## config.mk

```make
export PLATFORM = sky130hd
export DESIGN_NAME = timer_prog
export DESIGN_NICKNAME = d
export VERILOG_FILES = /design/src/rtl/timer_pkg.sv /design/src/rtl/timer_channel.sv /design/src/rtl/timer_prog.sv
export SDC_FILE = /design/constraint.sdc
export NUM_CORES = 1
export LEC_CHECK = 0
export BUFFER_PORTS_ARGS = -buffer_cell sky130_fd_sc_hd__clkbuf_2
export CAP_MARGIN = 20
export CORE_MARGIN = 5
export CORE_UTILIZATION = 44
export CTS_BUF_LIST = sky130_fd_sc_hd__clkbuf_16
export CTS_CLUSTER_DIAMETER = 30
export DETAILED_ROUTE_END_ITERATION = 12
export GPL_TIMING_DRIVEN = 0
export PLACE_DENSITY_LB_ADDON = 0.08
export SLEW_MARGIN = 20
export SYNTH_ARGS = -nofsm -noshare
export SYNTH_HDL_FRONTEND = slang
export SYNTH_HIERARCHICAL = 1
export SYNTH_SLANG_ARGS = --single-unit
```

## constraint.sdc

```tcl
create_clock -name clk -period 3.5 [get_ports clk]
set_clock_uncertainty 0.2 [all_clocks]
set_input_delay 0.175 -clock clk [delete_from_list [all_inputs] [get_ports clk]]
set_output_delay 0.175 -clock clk [all_outputs]
set_load 0.02 [all_outputs]
```

## src/rtl/timer_pkg.sv

```systemverilog
`default_nettype none
// ============================================================================
// Module      : timer_pkg
// Description : Shared definitions for the programmable timer block.
//               Holds the per-channel mode encoding and the default values of
//               the top-level parameters.
// Ports       : none (package)
// Revision    : 1.0 - initial release
// ============================================================================
package timer_pkg;

  // Per-channel mode encoding (one bit per channel on the mode port)
  localparam logic MODE_PERIODIC = 1'b0;
  localparam logic MODE_ONESHOT  = 1'b1;

  // Default parameter values for timer_prog / timer_channel
  localparam int DEF_WIDTH    = 12;
  localparam int DEF_CHANNELS = 2;
  localparam int DEF_PERIOD   = 434;

endpackage : timer_pkg
`default_nettype wire

```

## src/rtl/timer_channel.sv

```systemverilog
`default_nettype none
// ============================================================================
// Module      : timer_channel
// Description : One independent timer channel. Counts 0 .. per-1 while busy,
//               flags the terminal count combinationally, and supports
//               periodic and one-shot operation with a load/restart strobe.
// Ports       : clk       - clock, state updates on rising edge
//               reset     - asynchronous active-high reset
//               enable    - count enable (low pauses, does not clear)
//               mode      - 0 = periodic, 1 = one-shot
//               load      - capture period_in and restart the count
//               period_in - period value captured on load
//               rollover  - terminal-count pulse (decode of registered state)
//               busy      - channel is actively counting this cycle
// Revision    : 1.0 - initial release
// ============================================================================
module timer_channel
  import timer_pkg::*;
#(
  parameter int WIDTH          = DEF_WIDTH,
  parameter int DEFAULT_PERIOD = DEF_PERIOD
) (
  input  logic             clk,
  input  logic             reset,
  input  logic             enable,
  input  logic             mode,
  input  logic             load,
  input  logic [WIDTH-1:0] period_in,
  output logic             rollover,
  output logic             busy
);

  localparam logic [WIDTH-1:0] c_rst_period = WIDTH'(DEFAULT_PERIOD);
  localparam logic [WIDTH-1:0] c_one        = WIDTH'(1);

  logic [WIDTH-1:0] cnt_q, cnt_d;
  logic [WIDTH-1:0] per_q, per_d;
  logic             armed_q, armed_d;

  logic             w_busy;
  logic             w_tc;

  // Reset gates busy directly so the outputs fall the moment reset rises,
  // independent of any clock edge. A zero period never runs.
  always_comb begin
    w_busy   = ~reset & enable & (per_q != '0) &
               ((mode == MODE_PERIODIC) | armed_q);
    // For per = 0 the subtraction wraps to all-ones, but busy is already low.
    w_tc     = (cnt_q == (per_q - c_one));
    busy     = w_busy;
    rollover = w_busy & w_tc;
  end

  // Next-state: load beats everything (including a coincident terminal
  // count, whose rollover is still visible this cycle); otherwise count only
  // while busy, and hold everything while idle.
  always_comb begin
    cnt_d   = cnt_q;
    per_d   = per_q;
    armed_d = armed_q;
    if (load) begin
      per_d   = period_in;
      cnt_d   = '0;
      armed_d = 1'b1;
    end else if (w_busy) begin
      if (w_tc) begin
        cnt_d = '0;
        if (mode == MODE_ONESHOT) begin
          armed_d = 1'b0;
        end
      end else begin
        cnt_d = cnt_q + c_one;
      end
    end
  end

  always_ff @(posedge clk or posedge reset) begin
    if (reset) begin
      cnt_q   <= '0;
      per_q   <= c_rst_period;
      armed_q <= 1'b0;
    end else begin
      cnt_q   <= cnt_d;
      per_q   <= per_d;
      armed_q <= armed_d;
    end
  end

endmodule : timer_channel
`default_nettype wire

```

## src/rtl/timer_prog.sv

```systemverilog
`default_nettype none
// ============================================================================
// Module      : timer_prog
// Description : Multi-channel programmable timer. CHANNELS independent
//               timer_channel instances share one period_in bus; each channel
//               has its own enable, mode and load strobe.
// Ports       : clk       - clock, state updates on rising edge
//               reset     - asynchronous active-high reset
//               enable    - [CHANNELS] per-channel count enable
//               mode      - [CHANNELS] per-channel mode (0 periodic/1 one-shot)
//               load      - [CHANNELS] per-channel load/restart strobe
//               period_in - [WIDTH] shared period value
//               rollover  - [CHANNELS] per-channel terminal-count pulse
//               busy      - [CHANNELS] per-channel running indicator
// Revision    : 1.0 - initial release
// ============================================================================
module timer_prog
  import timer_pkg::*;
#(
  parameter int WIDTH          = DEF_WIDTH,
  parameter int CHANNELS       = DEF_CHANNELS,
  parameter int DEFAULT_PERIOD = DEF_PERIOD
) (
  input  logic                clk,
  input  logic                reset,
  input  logic [CHANNELS-1:0] enable,
  input  logic [CHANNELS-1:0] mode,
  input  logic [CHANNELS-1:0] load,
  input  logic [WIDTH-1:0]    period_in,
  output logic [CHANNELS-1:0] rollover,
  output logic [CHANNELS-1:0] busy
);

  // The reset period must fit in WIDTH bits and at least one channel must
  // exist; anything else is a configuration error caught at elaboration.
  if (CHANNELS < 1 || (DEFAULT_PERIOD >> WIDTH) != 0) begin : g_param_check
    $error("timer_prog: illegal parameters (CHANNELS < 1 or DEFAULT_PERIOD too wide)");
  end

  for (genvar g = 0; g < CHANNELS; g++) begin : g_ch
    timer_channel #(
      .WIDTH          (WIDTH),
      .DEFAULT_PERIOD (DEFAULT_PERIOD)
    ) u_ch (
      .clk       (clk),
      .reset     (reset),
      .enable    (enable[g]),
      .mode      (mode[g]),
      .load      (load[g]),
      .period_in (period_in),
      .rollover  (rollover[g]),
      .busy      (busy[g])
    );
  end

endmodule : timer_prog
`default_nettype wire
```

== Word level (Yosys, flattened, before mapping) ==
Index checks and enable logic that the tools add are counted.

* Bits in registers: 50
* Input port bits: 20
* Output and inout port bits: 4
* Logic and storage cells: 49

* $add $sub $neg: 4
* Equality and inequality tests: 2
* Multiplexer cells: 14
* Bitwise logic cells: 13
* Reductions and logical operators: 10

{| class="wikitable"
|+ Operators by type and width
! operator !! count
|-
| $mux 12 || 6
|-
| $add 12x1->12 const B || 2
|-
| $eq 12x12->1 || 2
|-
| $reduce_bool 12->1 || 2
|-
| $sub 12x1->12 const B || 2
|-
| $reduce_bool 2->1 || 6
|-
| $and 1x1->1 || 8
|-
| $mux 1 || 8
|-
| $reduce_and 3->1 || 2
|-
| $not 1->1 || 3
|-
| $or 1x1->1 || 2
|}

== Depth between registers and ports, before layout ==
Gate-level depths: netlist (run 1).

* Depth after elaboration: 6
* Mapped depth: 12

== Hierarchy ==
The synthesis (run 1) kept the hierarchy.

{| class="wikitable"
|+ By module, submodules not included
! module !! times used !! cells each !! area each (um2)
|-
| timer_channel || 2 || 178 || 1649.1
|}

== Worst setup path after synthesis (run 1) ==
Ideal clock, no wire load.

* Path type: register to output
* Start: reg g_ch[0].u_ch.per_q[0]
* End: out rollover[0]
* Arrival: 2597 ps
* Data required time: 3125 ps
* Slack: 528 ps
* Stages on the path, launching flop included: 9
* Buffers on the path: 2
* Cells stage by stage: dfrtp_1 or3_4 or4_4 nor4b_2 nor3b_1 or4_1 buf_6 buf_8 nor2_1

* Longest elaborated chain between the ends: 4

{| class="wikitable"
|+ Ends and longest elaborated chain
! what !! RTL line !! source
|-
| start, declared || timer_channel.sv:37 || <nowiki>logic [WIDTH-1:0] per_q, per_d;</nowiki>
|-
| start signal, assigned || timer_channel.sv:80 || <nowiki>per_q <= c_rst_period;</nowiki>
|-
| start signal, assigned || timer_channel.sv:84 || <nowiki>per_q <= per_d;</nowiki>
|-
| branches (longest 3 deep; another with $sub 12x1->12) || -- ||
|-
| $and 1x1->1 * || timer_channel.sv:51 || <nowiki>rollover = w_busy & w_tc;</nowiki>
|-
| end, declared || timer_prog.sv:30 || <nowiki>output logic [CHANNELS-1:0] rollover,</nowiki>
|}

Every way passes the cells marked *.

== Final worst setup path (run 1) ==
* Start: reg g_ch[1].u_ch.per_q[0]
* End: out rollover[1]

* Longest elaborated chain between the ends: 4

{| class="wikitable"
|+ Ends and longest elaborated chain
! what !! RTL line
|-
| start, declared || timer_channel.sv:37
|-
| start signal, assigned || timer_channel.sv:80
|-
| start signal, assigned || timer_channel.sv:84
|-
| branches (longest 3 deep; another with $sub 12x1->12) || --
|-
| $and 1x1->1 * || timer_channel.sv:51
|}

Marks and branches as above.

==> qor.yml, run 1 <==
outcome:
  outcome: "finished with violations"
  violations: "negative hold slack"
power:
  p_clk_share_pct: 34.7
  cellPowerDensity_nw_per_um2: 351
  p_comb_share_pct: 16.4
  power_mw: 1.35
  p_int_mw: 0.981
  power.share.switching_pct: 27.1
  switchingPower_mw: 0.364
  ir_drop_uv: 217
  p_leak_nw: 1.51
  p_seq_share_pct: 48.9
timing:
  fmax_mhz: 298
  hold_viol: 1
  finalCritPeriodShare_pct: 95.8
  slew_violations: 0
  slew_headroom_pct: 62.2
  fin_ws_ns: 0.148
  worst_pin_slew_ns: 0.567
  rsz0062_at_grt: "no"
  hold_ws_ns: -0.00126
  tns_ns: 0
  period_minus_slack_ns: 3.35
  setup_viol: 0
placed_design:
  pre_cts_slack_ns: 0.386
  place_hpwl_um: 5530
  gp_congestion: 0.787
  place_area_sq_um: 3530
  numPortBuffers: 21
  placedCellCount: 476
yosys:
  synth-edff-count: 0
  synth_sequential_area_ratio_pct: 38.3
  avgSynthCellArea_sq_um: 9.26
  async_flop_share_pct: 100
  synth_fp_nets: 380
  ys_warn_count: 6
  syn_inst: 356
  ys_ff_latch: 50
  ys.flop_type: "dfrtp_1"
  synth_cell_types: 43
  syn_area_sq_um: 3300
min_path:
  min_from: "mode[0]"
  hold_class: "input port to flip-flop"
floorplan:
  core_area_sq_um: 7290
  dieArea_sq_um: 9330
  core.rowCount: 31
  start_util_pct: 45.2
  die_x_um: 96.6
  die_h_um: 96.6
  design.portCount: 24
clock_tree:
  clock_sinks: 50
  cts_tree: "built"
  cts_max_path_buffers: 2
  clock_latency_ns: 0.28
  cts_inserted_buffers: 5
  htree_levels: 2
  clkSlewWorstSetupHoldPaths_ns: 0.07
  root_buffer: "clkbuf_16"
cells_and_area:
  antennaDiodeCount: 0
  syn2layout_area_growth_pct: 16.1
  nNetsFinal: 422
  fillers: 720
  final_cell_area_sq_um: 3830
  final_cells: 498
  layout_commonest_cell: "dfrtp_1"
  layout-drive-gt1-share_pct: 22.8
  layout_common_cells: "dfrtp_1, nand3_1, nor2_1, nand2_1"
detailed_routing:
  route.detailed.drc: 0
  wirelength_um: 7590
  dr.first_iter.drc_count: 157
  viasPerCell: 5.45
  dr_total_vias: 2713
  dr.pass1.iters: 4
  wire_per_inst_um: 15.2
  drtAntennaViolNets: 0
grt:
  grt.total_usage_pct: 17.2
  grt_pass1_wl_um: 12500
  first_global_vias: 2547
  antenna_found_initial: 0
  grt_max_degree: 27
  overflow: 0
critical_path:
  worstReg2RegStart: "g_ch[1].u_ch/per_q[0]"
  worstSetupEndpointType: "output pin"
  rrSetupSlack_ns: 0.54
  startpoint_type: "flip-flop"
  arrival_ns: 2.98
  critPathCapture: "rollover[1]"
  path_max_fanout: 10
  ff2ff_path_depth: 9
  crit_required_ns: 3.12
  startpoint: "g_ch[1].u_ch/per_q[0]"
  path_class: "flip-flop to output pin"
  rr_endpoint: "g_ch[1].u_ch/cnt_q[11]"
flow_run:
  drv_cap: 0
stage by stage:
| step | utilization [%] | hold WS [ns] |
|---|---|---|
| finish | 52.5 | -0.00126 |
| global route | 52.5 | 0.0429 |
| global placement | 48.4 | 0.209 |
| CTS | 52.2 | 0.00108 |
| detailed placement | 48.4 | 0.231 |
| floorplan | - | 0.00702 |
power groups by stage:
stage               Combinational [mW]  Sequential [mW]  Clock, mW
global route                     0.246            0.663      0.503
finish                           0.221            0.657      0.467
CTS                              0.216            0.658      0.483
floorplan                        0.157            0.656          0
global placement                 0.199            0.667          0
detailed placement               0.203            0.668          0
cell type report:
class                           instances  area [sq um]  share of cell area (%)
Multi-Input combinational cell        270          1870                    48.8
Buffer                                 21           121                    3.17
Clock buffer                            5           125                    3.27
Tap cell                               99           124                    3.23
Inverter                               12          45.0                    1.18
Clock inverter                          3          12.5                   0.327
Timing Repair Buffer                   38           268                    6.99
Sequential cell                        50          1260                    33.0
synth_stat cells (4+ instances only):
cell type | count | share of area, %
o21bai_1 | 4 | 0.91
o21ai_0 | 8 | 1.2
nand2b_1 | 8 | 1.5
nand2_1 | 26 | 3.0
o41ai_1 | 4 | 1.1
a21o_1 | 6 | 1.4
mux2_2 | 20 | 6.8
nor3_1 | 16 | 2.4
a22oi_2 | 8 | 3.0
nor3b_1 | 4 | 0.91
a31oi_1 | 8 | 1.5
inv_1 | 10 | 1.1
ha_1 | 4 | 1.5
nand3_1 | 32 | 4.9
dfrtp_1 | 40 | 30
xor2_1 | 14 | 3.7
nor2_1 | 28 | 3.2
dfstp_2 | 10 | 8.0
xnor2_1 | 18 | 4.8
a21oi_1 | 16 | 2.4
clkbuf_1 | 16 | 1.8
or4_1 | 8 | 1.8
nor2b_1 | 4 | 0.76
buf_2 | 4 | 0.61
o21ai_1 | 4 | 0.61
timing repair:
item,in CTS,in global routing
hold buffers,14,0
setup endpoints to repair,0,2
buffers inserted,0,3
gates resized for setup,0,6
hold endpoints to repair,65,0
how the worst min path moves through the flow:
stage                            end  slack (ns)  cells after the start
2_1_floorplan   g_ch[0].u_ch/armed_q       0.007                      1
3_3_place_gp   g_ch[0].u_ch/per_q[1]        0.21                      3
3_5_place_dp   g_ch[1].u_ch/per_q[2]        0.23                      2
4_1_cts         g_ch[0].u_ch/armed_q       0.001                      4
5_1_grt         g_ch[0].u_ch/armed_q        0.04                      4
6_report        g_ch[0].u_ch/armed_q      -0.001                      4
kinds of logic after synthesis:
logic type,count (synthesis),synth area share [%]
fa+ha+maj,4,1.52
simple gates,142,22.7
flops,50,38.3
mux,22,7.44
xor+xnor,32,8.50
compound gates,70,16.2
buf+inv,36,5.39
per-layer routing:
metal	up-vias	share of wire, %	wire, um	GRT usage, %
met4	0	0.45	34	3.27
met5	-	0	0	0
met1	1306	54	4090	27.2
met3	2	3.9	299	2.63
met2	51	42	3170	24.6
li1	1354	-	-	-
state kept, by name, indices dropped and copies added, names as in the netlist:
| register | flops |
|---|---|
| g_ch.u_ch/armed_q | 2 |
| g_ch.u_ch/cnt_q | 24 |
| g_ch.u_ch/per_q | 24 |
worst max-delay path, stage by stage (launching register included):
cell      delay [ns]
dfrtp_1         0.41
or3_4           0.42
or4_4           0.44
nor4b_2         0.26
nor3b_1         0.07
or4_1           0.54
buf_6           0.16
buf_8           0.14
nor2_1          0.08
clkbuf_2        0.17
Note: power is estimated with default switching activity, not from simulation.
==> run 2, diff against run 1 <==
ABC_AREA = 1   (was unset)
==> run 2 against run 1 <==
The flow now finishes without violations; largest power group unchanged; non-clock buffer count is 14 lower; register-to-register slack better by 0.55 ns; sequential share of layout area is 2.6 points lower; sequential power is 2% higher; design area is 8.6% higher; largest cell class unchanged.
==> qor.yml, run 2 <==
outcome:
  outcome: "finished clean"
placed_design:
  gp_congestion: 0.833  # +5.9%
  place_hpwl_um: 7050  # +27%
  pre_cts_slack_ns: 1.09  # +0.699 ns
  numPortBuffers: 23  # +9.5%
cells_and_area:
  layout_common_cells: "nand2_1, inv_1, nor2_1, dfrtp_1, nand3_1"
  antennaDiodeCount: 0  # unchanged
  reg_top3: "g_ch.u_ch/cnt_q (24), g_ch.u_ch/per_q (24), g_ch.u_ch/armed_q (2)"
  syn2layout_area_growth_pct: 15.9
  layout-drive-gt1-share_pct: 14.8  # -8.1 points
  multiInputGateArea_sq_um: 2020  # +8.2%
  nNetsFinal: 606  # +44%
  final_util_pct: 51.4  # -1.1 points
  layout_commonest_cell: "nand2_1"
  regArea_sq_um: 1260  # about the same
  fillers: 819  # +14%
yosys:
  synth-edff-count: 0  # unchanged
  ys_warn_count: 6  # unchanged
  synth_top_area_share_pct: 27.9  # -2.4 points
  yosysTopAreaCell: "dfrtp_1"
  synthTopCellsByCount: "nand2_1, inv_1, nor2_1"
  synth_cell_types: 25  # -42%
  syn_inst: 534  # +50%
  synth_area_leaders: "dfrtp_1, nand2_1, dfstp_2, inv_1, xor2_1"
  async_flop_share_pct: 100  # unchanged
  synth.most_common_cell: "nand2_1"
  avgSynthCellArea_sq_um: 6.72  # -28%
  synth_fp_nets: 558  # +47%
  synth_sequential_area_ratio_pct: 35.2  # -3.1 points
  ys.flop_type: "dfrtp_1"
  ys_ff_latch: 50  # unchanged
  syn_area_sq_um: 3590  # +8.7%
timing:
  setup_viol: 0  # unchanged
  finalCritPeriodShare_pct: 76.8  # -19 points
  period_minus_slack_ns: 2.69  # -0.664 ns
  rsz0062_at_grt: "no"
  slew_violations: 0  # unchanged
  hold_ws_ns: 0.247  # +0.248 ns
  hold_viol: 0  # -1
  tns_ns: 0  # unchanged
  worst_pin_slew_ns: 0.559  # -0.00779 ns
  slew_headroom_pct: 62.7  # +0.52 points
  fin_ws_ns: 0.813  # +0.664 ns
  fmax_mhz: 372  # +25%
detailed_routing:
  drt-met1-wl_um: 4910  # +20%
  wl_met3_um: 404  # +35%
  top_layer_used: "met4"
  dr.first_iter.drc_count: 143  # -8.9%
  wirelength_um: 8970  # +18%
  dr.pass1.iters: 5  # +1
  wl_met2_um: 3580  # +13%
  drtAntennaViolNets: 0  # unchanged
  wire_per_inst_um: 13.0  # -14%
  route.detailed.drc: 0  # unchanged
  dr_total_vias: 3363  # +24%
  viasPerCell: 4.89  # -10%
clock_tree:
  htree_levels: 2  # unchanged
  cts_inserted_buffers: 5  # unchanged
  cts_max_path_buffers: 2  # unchanged
  cts_tree: "built"
  clock_sinks: 50  # unchanged
  clock_latency_ns: 0.29  # about the same
  clkSlewWorstSetupHoldPaths_ns: 0.07  # about the same
  postCtsSetupBuffers: 0  # unchanged
  root_buffer: "clkbuf_16"
grt:
  first_global_vias: 3274  # +29%
  grt_pass1_wl_um: 15500  # +24%
  grt.total_usage_pct: 19.3  # +2.1 points
  antenna_found_initial: 0  # unchanged
  overflow: 0  # unchanged
  grt_max_degree: 27  # unchanged
power:
  p_comb_share_pct: 21.7  # +5.3 points
  power_mw: 1.47  # +9.6%
  p_clk_share_pct: 33.1  # -1.6 points
  switchingPower_mw: 0.474  # +30%
  power.share.switching_pct: 32.1  # +5.1 points
  ir_drop_uv: 185  # -15%
  p_int_mw: 1.00  # +1.9%
  cellPowerDensity_nw_per_um2: 354  # +0.92%
  p_leak_nw: 2.06  # +36%
  p_seq_share_pct: 45.2  # -3.7 points
critical_path:
  crit_top_cell: "nand2_1"
  startpoint_type: "flip-flop"
  rrSetupSlack_ns: 1.09  # +0.55 ns
  worstSetupEndpointType: "output pin"
  path_class: "flip-flop to output pin"
  slowest_stage: "ha_1"
  cp.buffers_inverters: 3  # unchanged
  path_max_fanout: 8  # -2
  cp_cell_sequence: "clkinv_1 > ha_1 > inv_1 > nand2_1 > nand2_1 > nand2_1 > nor2_1 > nand2_1 > nor2_1 > nand3_1 > nor2_1 > nand2_1 > nor2_1 > clkbuf_2"
  critical_path.top_delay_family: "simple AND/OR/NAND/NOR gates"
  crit_required_ns: 3.12  # about the same
  slowest_delay_ns: 0.39  # -0.15 ns
  arrival_ns: 2.31  # -0.67 ns
floorplan:
  core.rowCount: 33  # +6.5%
  start_util_pct: 44.3  # -0.92 points
  die_x_um: 100  # +3.8%
  dieArea_sq_um: 10100  # +7.8%
  die_h_um: 100  # +3.8%
  design.portCount: 24  # unchanged
  core_area_sq_um: 8090  # +11%
min_path:
  hold_class: "input port to flip-flop"
flow_run:
  drv_cap: 0  # unchanged
==> run 2: cell type report <==
cell class / count / share of cell area [%]
Buffer: 4 / 0.361
Clock buffer: 5 / 3.01
Clock inverter: 3 / 0.481
Inverter: 76 / 6.86
Multi-Input combinational cell: 404 / 48.6
Sequential cell: 50 / 30.4
Tap cell: 105 / 3.16
Timing Repair Buffer: 41 / 7.10
==> run 2: worst paths after layout <==
check                                      startpoint                endpoint  cells past startpoint
worst max-delay path            g_ch[1].u_ch/per_q[0]             rollover[1]                     14
worst min-delay path                        enable[1]   g_ch[1].u_ch/cnt_q[6]                      6
worst max register to register  g_ch[0].u_ch/per_q[0]  g_ch[0].u_ch/cnt_q[10]                     12
worst min register to register   g_ch[0].u_ch/armed_q    g_ch[0].u_ch/armed_q                      2
max in group asynchronous                       reset   g_ch[0].u_ch/per_q[1]                      3
min in group asynchronous                       reset  g_ch[1].u_ch/cnt_q[11]                      3
==> run 2: power by group through the flow <==
stage               clock [mW]  combinational (mW)  sequential, mW
floorplan                    0               0.229           0.662
global placement             0               0.298           0.677
detailed placement           0               0.301           0.677
CTS                      0.507               0.320           0.667
global route             0.533               0.369           0.672
finish                   0.488               0.319           0.667
==> run 2: routing by layer <==
layer,global-route usage [%],vias to the layer above
met3,3.27,7
met4,4.56,0
met2,27.2,64
met5,0,-
met1,30.3,1539
li1,-,1753
==> run 2: through the flow <==
step	instance area (sq um)	std cells
2_1_floorplan	3590	534
3_3_place_gp	3830	662
3_5_place_dp	3830	662
4_1_cts	4160	688
5_1_grt	4160	688
6_report	4160	688
==> run 2: worst register-to-register path, delay by kind of cell, from the launching register on <==
kind	cells	cell delay, ns
flops	1	0.38
compound gates	1	0.30
fa+ha+maj	1	0.33
simple gates	9	0.85
buf+inv	1	0.23
==> run 2: kinds of logic (layout without fill, tap and decap cells) <==
kind of cell | Yosys count | after routing | synth area share [%]
adder cells (fa/ha/maj) | 4 | 4 | 1.40
XOR/XNOR | 28 | 28 | 6.84
flip-flops | 50 | 50 | 35.2
buffers and inverters | 80 | 129 | 8.37
AND/OR/NAND/NOR | 344 | 344 | 43.6
AO/OA/AOI/OAI | 28 | 28 | 4.54
==> run 2: repair_timing <==
item	in CTS	in global routing
gates resized for setup	0	0
hold buffers	18	0
setup endpoints to repair	0	0
hold endpoints to repair	66	0
